File: src/rtl/coin_game_pkg.sv
// Shared types and constants for the coin lane game-flow controller.
package coin_game_pkg;

  typedef enum logic [2:0] {
    IDLE   = 3'd0,
    GAP    = 3'd1,
    TRAVEL = 3'd2,
    WINDOW = 3'd3,
    HIT    = 3'd4,
    MISS   = 3'd5,
    OVER   = 3'd6
  } state_t;

  localparam int unsigned LFSR_W        = 8;
  localparam logic [7:0]  LFSR_TAPS     = 8'hB8;  // x^8+x^6+x^5+x^4+1
  localparam logic [7:0]  LFSR_ZERO_SUB = 8'h01;
  localparam int unsigned MISS_W        = 4;

  function automatic logic [7:0] lfsr_next(input logic [7:0] v);
    return {v[6:0], ^(v & LFSR_TAPS)};
  endfunction

endpackage

File: src/rtl/sync_rise.sv
// Two-flop synchroniser; EDGE=1 yields a one-cycle rise pulse, EDGE=0 the synchronised level.
module sync_rise #(
  parameter int unsigned WIDTH = 1,
  parameter bit          EDGE  = 1'b1
) (
  input  logic             i_clk,
  input  logic             i_rst_n,
  input  logic [WIDTH-1:0] i_d,
  output logic [WIDTH-1:0] o_q_c
);

  logic [WIDTH-1:0] r_s1;
  logic [WIDTH-1:0] r_s2;

  always_ff @(posedge i_clk or negedge i_rst_n) begin
    if (!i_rst_n) begin
      r_s1 <= '0;
      r_s2 <= '0;
    end else begin
      r_s1 <= i_d;
      r_s2 <= r_s1;
    end
  end

  generate
    if (EDGE) begin : g_rise
      logic [WIDTH-1:0] r_prev;
      always_ff @(posedge i_clk or negedge i_rst_n) begin
        if (!i_rst_n) r_prev <= '0;
        else          r_prev <= r_s2;
      end
      assign o_q_c = r_s2 & ~r_prev;
    end else begin : g_level
      assign o_q_c = r_s2;
    end
  endgenerate

endmodule

File: src/rtl/coin_lane_sequencer.sv
// Game-flow controller: spawns coins on a pseudo-random lane, judges strikes
// inside a frame-counted window, and keeps score / misses / game-over.
module coin_lane_sequencer
  import coin_game_pkg::*;
#(
  parameter int unsigned N_LANES           = 3,
  parameter int unsigned GAP_FRAMES        = 30,
  parameter int unsigned WINDOW_FRAMES     = 20,
  parameter int unsigned TRAVEL_MAX_FRAMES = 120,
  parameter int unsigned MAX_MISSES        = 3,
  parameter int unsigned SCORE_W           = 16,
  parameter logic [7:0]  LFSR_SEED         = 8'hA5
) (
  input  logic               i_clk,
  input  logic               i_rst_n,
  input  logic               i_v_sync,
  input  logic               i_start,
  input  logic [N_LANES-1:0] i_in_position,
  input  logic [N_LANES-1:0] i_strike,
  output logic [N_LANES-1:0] o_active,
  output logic [SCORE_W-1:0] o_score,
  output logic [MISS_W-1:0]  o_misses,
  output logic               o_game_over,
  output logic [2:0]         o_state
);

  localparam int unsigned LANE_W  = (N_LANES > 2) ? 2 : 1;
  localparam int unsigned CNT_MAX =
    (GAP_FRAMES > WINDOW_FRAMES)
      ? ((GAP_FRAMES > TRAVEL_MAX_FRAMES) ? GAP_FRAMES : TRAVEL_MAX_FRAMES)
      : ((WINDOW_FRAMES > TRAVEL_MAX_FRAMES) ? WINDOW_FRAMES : TRAVEL_MAX_FRAMES);
  localparam int unsigned CNT_W   = $clog2(CNT_MAX + 1);
  localparam logic [7:0]  SEED_EFF = (LFSR_SEED == 8'h00) ? LFSR_ZERO_SUB : LFSR_SEED;

  logic               w_tick;
  logic               w_start_rise;
  logic [N_LANES-1:0] w_inpos;
  logic [N_LANES-1:0] w_strike_rise;

  sync_rise #(.WIDTH(1), .EDGE(1'b1)) u_vsync (
    .i_clk(i_clk), .i_rst_n(i_rst_n), .i_d(i_v_sync), .o_q_c(w_tick));
  sync_rise #(.WIDTH(1), .EDGE(1'b1)) u_start (
    .i_clk(i_clk), .i_rst_n(i_rst_n), .i_d(i_start), .o_q_c(w_start_rise));
  sync_rise #(.WIDTH(N_LANES), .EDGE(1'b0)) u_inpos (
    .i_clk(i_clk), .i_rst_n(i_rst_n), .i_d(i_in_position), .o_q_c(w_inpos));
  sync_rise #(.WIDTH(N_LANES), .EDGE(1'b1)) u_strike (
    .i_clk(i_clk), .i_rst_n(i_rst_n), .i_d(i_strike), .o_q_c(w_strike_rise));

  state_t             r_state, w_state_nxt;
  logic [LFSR_W-1:0]  r_lfsr;
  logic [CNT_W-1:0]   r_cnt, w_cnt_nxt;
  logic [LANE_W-1:0]  r_lane, w_lane_nxt;
  logic [N_LANES-1:0] r_active, w_active_nxt;
  logic [SCORE_W-1:0] r_score, w_score_nxt;
  logic [MISS_W-1:0]  r_misses, w_misses_nxt;
  logic               r_game_over, w_game_over_nxt;

  logic [LANE_W-1:0]  w_lane_pick;
  logic [N_LANES-1:0] w_lane_mask;
  logic               w_good_strike;
  logic               w_bad_strike;
  logic [MISS_W-1:0]  w_miss_inc;

  // Free-running LFSR; the lane is sampled from it at spawn time.
  always_ff @(posedge i_clk or negedge i_rst_n) begin
    if (!i_rst_n) r_lfsr <= SEED_EFF;
    else          r_lfsr <= lfsr_next(r_lfsr);
  end

  assign w_lane_pick   = LANE_W'(r_lfsr % 8'(N_LANES));
  assign w_lane_mask   = N_LANES'(1) << r_lane;
  assign w_good_strike = |(w_strike_rise & w_lane_mask);
  assign w_bad_strike  = |(w_strike_rise & ~w_lane_mask);
  assign w_miss_inc    = r_misses + MISS_W'(1);

  always_ff @(posedge i_clk or negedge i_rst_n) begin
    if (!i_rst_n) begin
      r_state     <= IDLE;
      r_cnt       <= '0;
      r_lane      <= '0;
      r_active    <= '0;
      r_score     <= '0;
      r_misses    <= '0;
      r_game_over <= 1'b0;
    end else begin
      r_state     <= w_state_nxt;
      r_cnt       <= w_cnt_nxt;
      r_lane      <= w_lane_nxt;
      r_active    <= w_active_nxt;
      r_score     <= w_score_nxt;
      r_misses    <= w_misses_nxt;
      r_game_over <= w_game_over_nxt;
    end
  end

  // One shared frame counter serves the gap, travel watchdog and hit window.
  always_comb begin
    w_state_nxt     = r_state;
    w_cnt_nxt       = r_cnt;
    w_lane_nxt      = r_lane;
    w_active_nxt    = r_active;
    w_score_nxt     = r_score;
    w_misses_nxt    = r_misses;
    w_game_over_nxt = r_game_over;
    case (r_state)
      IDLE: begin
        w_active_nxt = '0;
        if (w_start_rise) begin
          w_state_nxt = GAP;
          w_cnt_nxt   = CNT_W'(GAP_FRAMES);
        end
      end
      GAP: begin
        if (w_tick) begin
          if (r_cnt == CNT_W'(1)) begin
            w_lane_nxt   = w_lane_pick;
            w_active_nxt = N_LANES'(1) << w_lane_pick;
            w_cnt_nxt    = CNT_W'(TRAVEL_MAX_FRAMES);
            w_state_nxt  = TRAVEL;
          end else begin
            w_cnt_nxt = r_cnt - CNT_W'(1);
          end
        end
      end
      TRAVEL: begin
        if (w_inpos[r_lane]) begin
          w_state_nxt = WINDOW;
          w_cnt_nxt   = CNT_W'(WINDOW_FRAMES);
        end else if (w_tick) begin
          if (r_cnt == CNT_W'(1)) w_state_nxt = MISS;
          else                    w_cnt_nxt   = r_cnt - CNT_W'(1);
        end
      end
      WINDOW: begin
        if (w_bad_strike) begin
          w_state_nxt = MISS;
        end else if (w_good_strike) begin
          w_state_nxt = HIT;
        end else if (w_tick) begin
          if (r_cnt == CNT_W'(1)) w_state_nxt = MISS;
          else                    w_cnt_nxt   = r_cnt - CNT_W'(1);
        end
      end
      HIT: begin
        if (r_score != {SCORE_W{1'b1}}) w_score_nxt = r_score + SCORE_W'(1);
        w_active_nxt = '0;
        w_cnt_nxt    = CNT_W'(GAP_FRAMES);
        w_state_nxt  = GAP;
      end
      MISS: begin
        w_misses_nxt = w_miss_inc;
        w_active_nxt = '0;
        if (w_miss_inc == MISS_W'(MAX_MISSES)) begin
          w_state_nxt     = OVER;
          w_game_over_nxt = 1'b1;
        end else begin
          w_state_nxt = GAP;
          w_cnt_nxt   = CNT_W'(GAP_FRAMES);
        end
      end
      OVER: begin
        w_active_nxt    = '0;
        w_game_over_nxt = 1'b1;
        if (w_start_rise) begin
          w_score_nxt     = '0;
          w_misses_nxt    = '0;
          w_game_over_nxt = 1'b0;
          w_cnt_nxt       = CNT_W'(GAP_FRAMES);
          w_state_nxt     = GAP;
        end
      end
      default: begin
        w_state_nxt  = IDLE;
        w_active_nxt = '0;
      end
    endcase
  end

  assign o_active    = r_active;
  assign o_score     = r_score;
  assign o_misses    = r_misses;
  assign o_game_over = r_game_over;
  assign o_state     = r_state;

endmodule

File: config.mk
export PLATFORM = sky130hd
export DESIGN_NAME = coin_lane_sequencer
export DESIGN_NICKNAME = d
export VERILOG_FILES = /design/src/rtl/coin_game_pkg.sv /design/src/rtl/sync_rise.sv /design/src/rtl/coin_lane_sequencer.sv
export SDC_FILE = /design/constraint.sdc
export NUM_CORES = 1
export LEC_CHECK = 0
export ABC_AREA = 1
export CORE_MARGIN = 1
export CORE_UTILIZATION = 45
export CTS_BUF_LIST = sky130_fd_sc_hd__clkbuf_4
export CTS_CLUSTER_SIZE = 40
export DETAILED_ROUTE_END_ITERATION = 16
export PLACE_DENSITY = 0.73
export REMOVE_ABC_BUFFERS = 1
export SLEW_MARGIN = 20
export SYNTH_ARGS = -nofsm -noshare
export SYNTH_HDL_FRONTEND = slang
export SYNTH_SLANG_ARGS = --single-unit
File: constraint.sdc
create_clock -name i_clk -period 4.1 [get_ports i_clk]
set_clock_uncertainty 0.2 [all_clocks]
set_input_delay 0.615 -clock i_clk [delete_from_list [all_inputs] [get_ports i_clk]]
set_output_delay 0.615 -clock i_clk [all_outputs]
set_load 0.05 [all_outputs]
==> metrics.txt <==
die area=7820 um^2; Root Buffer=clkbuf_4; layout cells sized above 1=11.5%; max_slew headroom=36.4%; via count=2822; unrepaired setup endpoints after global routing=no; area grow syn2layout=19.3%; setup ws final=1.08 ns; final wirelength=~6600 um; initial DRC count=163; die height=88.4 um; Fillers=~660; post-cts repair resize count=0; n_diodes=0; asr flop ratio synth=100%; vias per inst=around 5; Sink Count=65; # Max-Cap Violations=0; register bit total from synthesis=65; Tot Pwr=2.19 mW; total track usage=a little under a fifth; Setup CP Type=flop to flop; total grt overflow=0; first-pass GRT wire length=around 11000 um; final hold slack=0.135 ns; hold_buf cts=0; slowest stage cell on the critical path=dfstp_2; Critical Path Sink Type=flop; CP required=approximately 4.2 ns; routability congestion estimate=a little under 0.9; Cell Pwr Density=547 nW/um^2; fin crit period=3.02 ns; Slew Viols, Final=0; CP Launch Type=flop; TNS Setup=0 ns; HPWL Detailed=4800 um; commonest non-fill, non-tap cell in the layout=nand2_1; outcome=completed; CTS H-Tree Depth=3; # IOs=37; row count=31; CP peak stage delay=0.57 ns; Slew @ Worst Pin=around 0.95 ns; post-synth cell types=37; Post-Syn Area per Cell=8.38 um^2; clock tree buffer depth=2; CP top delay family=simple AND/OR/NAND/NOR gates; Routed WL per cell=12.0 um; Mapped Area=~3400 um^2; fmax=0.331 GHz; Main synth FF type=dfrtp_1; register area share after synthesis=48.6%; Worst Path Max Fanout=5; CORE AREA=around 7300 um^2; commonest cells after routing, fill and taps aside=nand2_1, dfrtp_1, inv_1; clock slew at reported path FFs=0.12 ns; CTS buffer count=9; HP Class=input port to asynchronous set/reset pin; Initial Util=a little under half; largest net degree at the start of global routing=44; Net count, final=466; LEAKAGE=1.84 nW; clk_lat worst skew=0.42 ns; Final Cycle Share=73.6%; worst path buffer plus inverter count=5; initial antenna violation count=0; ANT nets after route=0; PortBufs=36; # Post-CTS Setup Buffers=0; Finished Core Util=between 50% and 60%; DP Worst Slack=1.13 ns; yosys warns=0; CTS tree=done; number of remaining DRC errors=0; crit path DAT=roughly 3.1 ns; number of synthesized flops with an enable pin=0; Final setup viols=0; vias in the first global route=2597; Final Hold Fails=0; most frequent CP cell=nand2_1; post-synthesis cell count=~400; Worst VDD drop=around 220 uV; chip width=between 80 and 90 um; 1st-pass router iterations=6
-- cell families after synthesis --
group,Yosys count,share of synthesized area (%)
xor gates and xnor gates,8,2.09
and+or+nand+nor,183,26.2
adders and majority gates,9,3.35
muxes,2,0.596
buffers and inverters,67,7.78
AOI/OAI and AO/OA,67,11.4
DFF,65,48.6
-- cell type report --
class,instances,area [um^2],share of cell area [%]
Sequential cell,65,1630,40.7
Inverter,65,254,6.34
Clock buffer,9,67.6,1.69
Tap cell,99,124,3.09
Timing Repair Buffer,37,363,9.05
Clock inverter,7,103,2.56
Multi-Input combinational cell,269,1470,36.6
-- state kept, by name, summed over array words and instances (netlist names), 4 cells and up --
register  count
o_score      16
r_cnt         7
o_misses      4
r_lfsr        8
-- power breakdown --
group	switching, mW	internal [mW]
registers	0.0826	0.727
logic	0.580	0.295
clock network	0.256	0.253
-- metal layers --
metal / track usage (%) / up-vias / part of all wire [%]
li1: - / 1420 / -
met4: 8.21 / 0 / 2.1
met1: 24.4 / 1320 / 47
met2: 30.1 / 68 / 47
met3: 4.29 / 14 / 4.0
met5: 0 / - / 0
-- metrics by stage --
| stage | instance area (um^2) | std cells |
|---|---|---|
| 2_1_floorplan | 3350 | 399 |
| 3_3_place_gp | 3840 | 535 |
| 6_report | 4010 | 551 |
| 4_1_cts | 4010 | 551 |
| 3_5_place_dp | 3840 | 535 |
| 5_1_grt | 4010 | 551 |
-- cells in the mapped netlist, drive strengths merged (3+ instances only) --
cell type,n,share of area [%]
nor4,4,0.74
nor2,31,4.6
nand2,87,11
nand4,8,1.5
nor3,16,3.0
a21oi,19,2.8
xor2,5,1.3
xnor2,3,0.78
dfrtp,61,45
dfstp,4,3.1
o211ai,3,0.67
ha,9,3.4
inv,64,7.3
o22ai,3,0.56
o21ai,34,5.4
nand3,35,5.2
-- path summary, 6_finish.rpt --
check	startpoint	endpoint	slack [ns]	cells after the start
max reg2reg	r_lfsr[5]	o_active[2]	1.08	25
max in group asynchronous	i_rst_n	o_active[0]	2.71	2
max	r_lfsr[5]	o_active[2]	1.08	25
min	i_rst_n	r_lfsr[1]	0.13	1
min in group i_clk	u_inpos.r_s1[2]	u_inpos.o_q_c[2]	0.16	0
min reg2reg	u_inpos.r_s1[2]	u_inpos.o_q_c[2]	0.16	0
No activity file was read; power rests on OpenSTA's default activity.
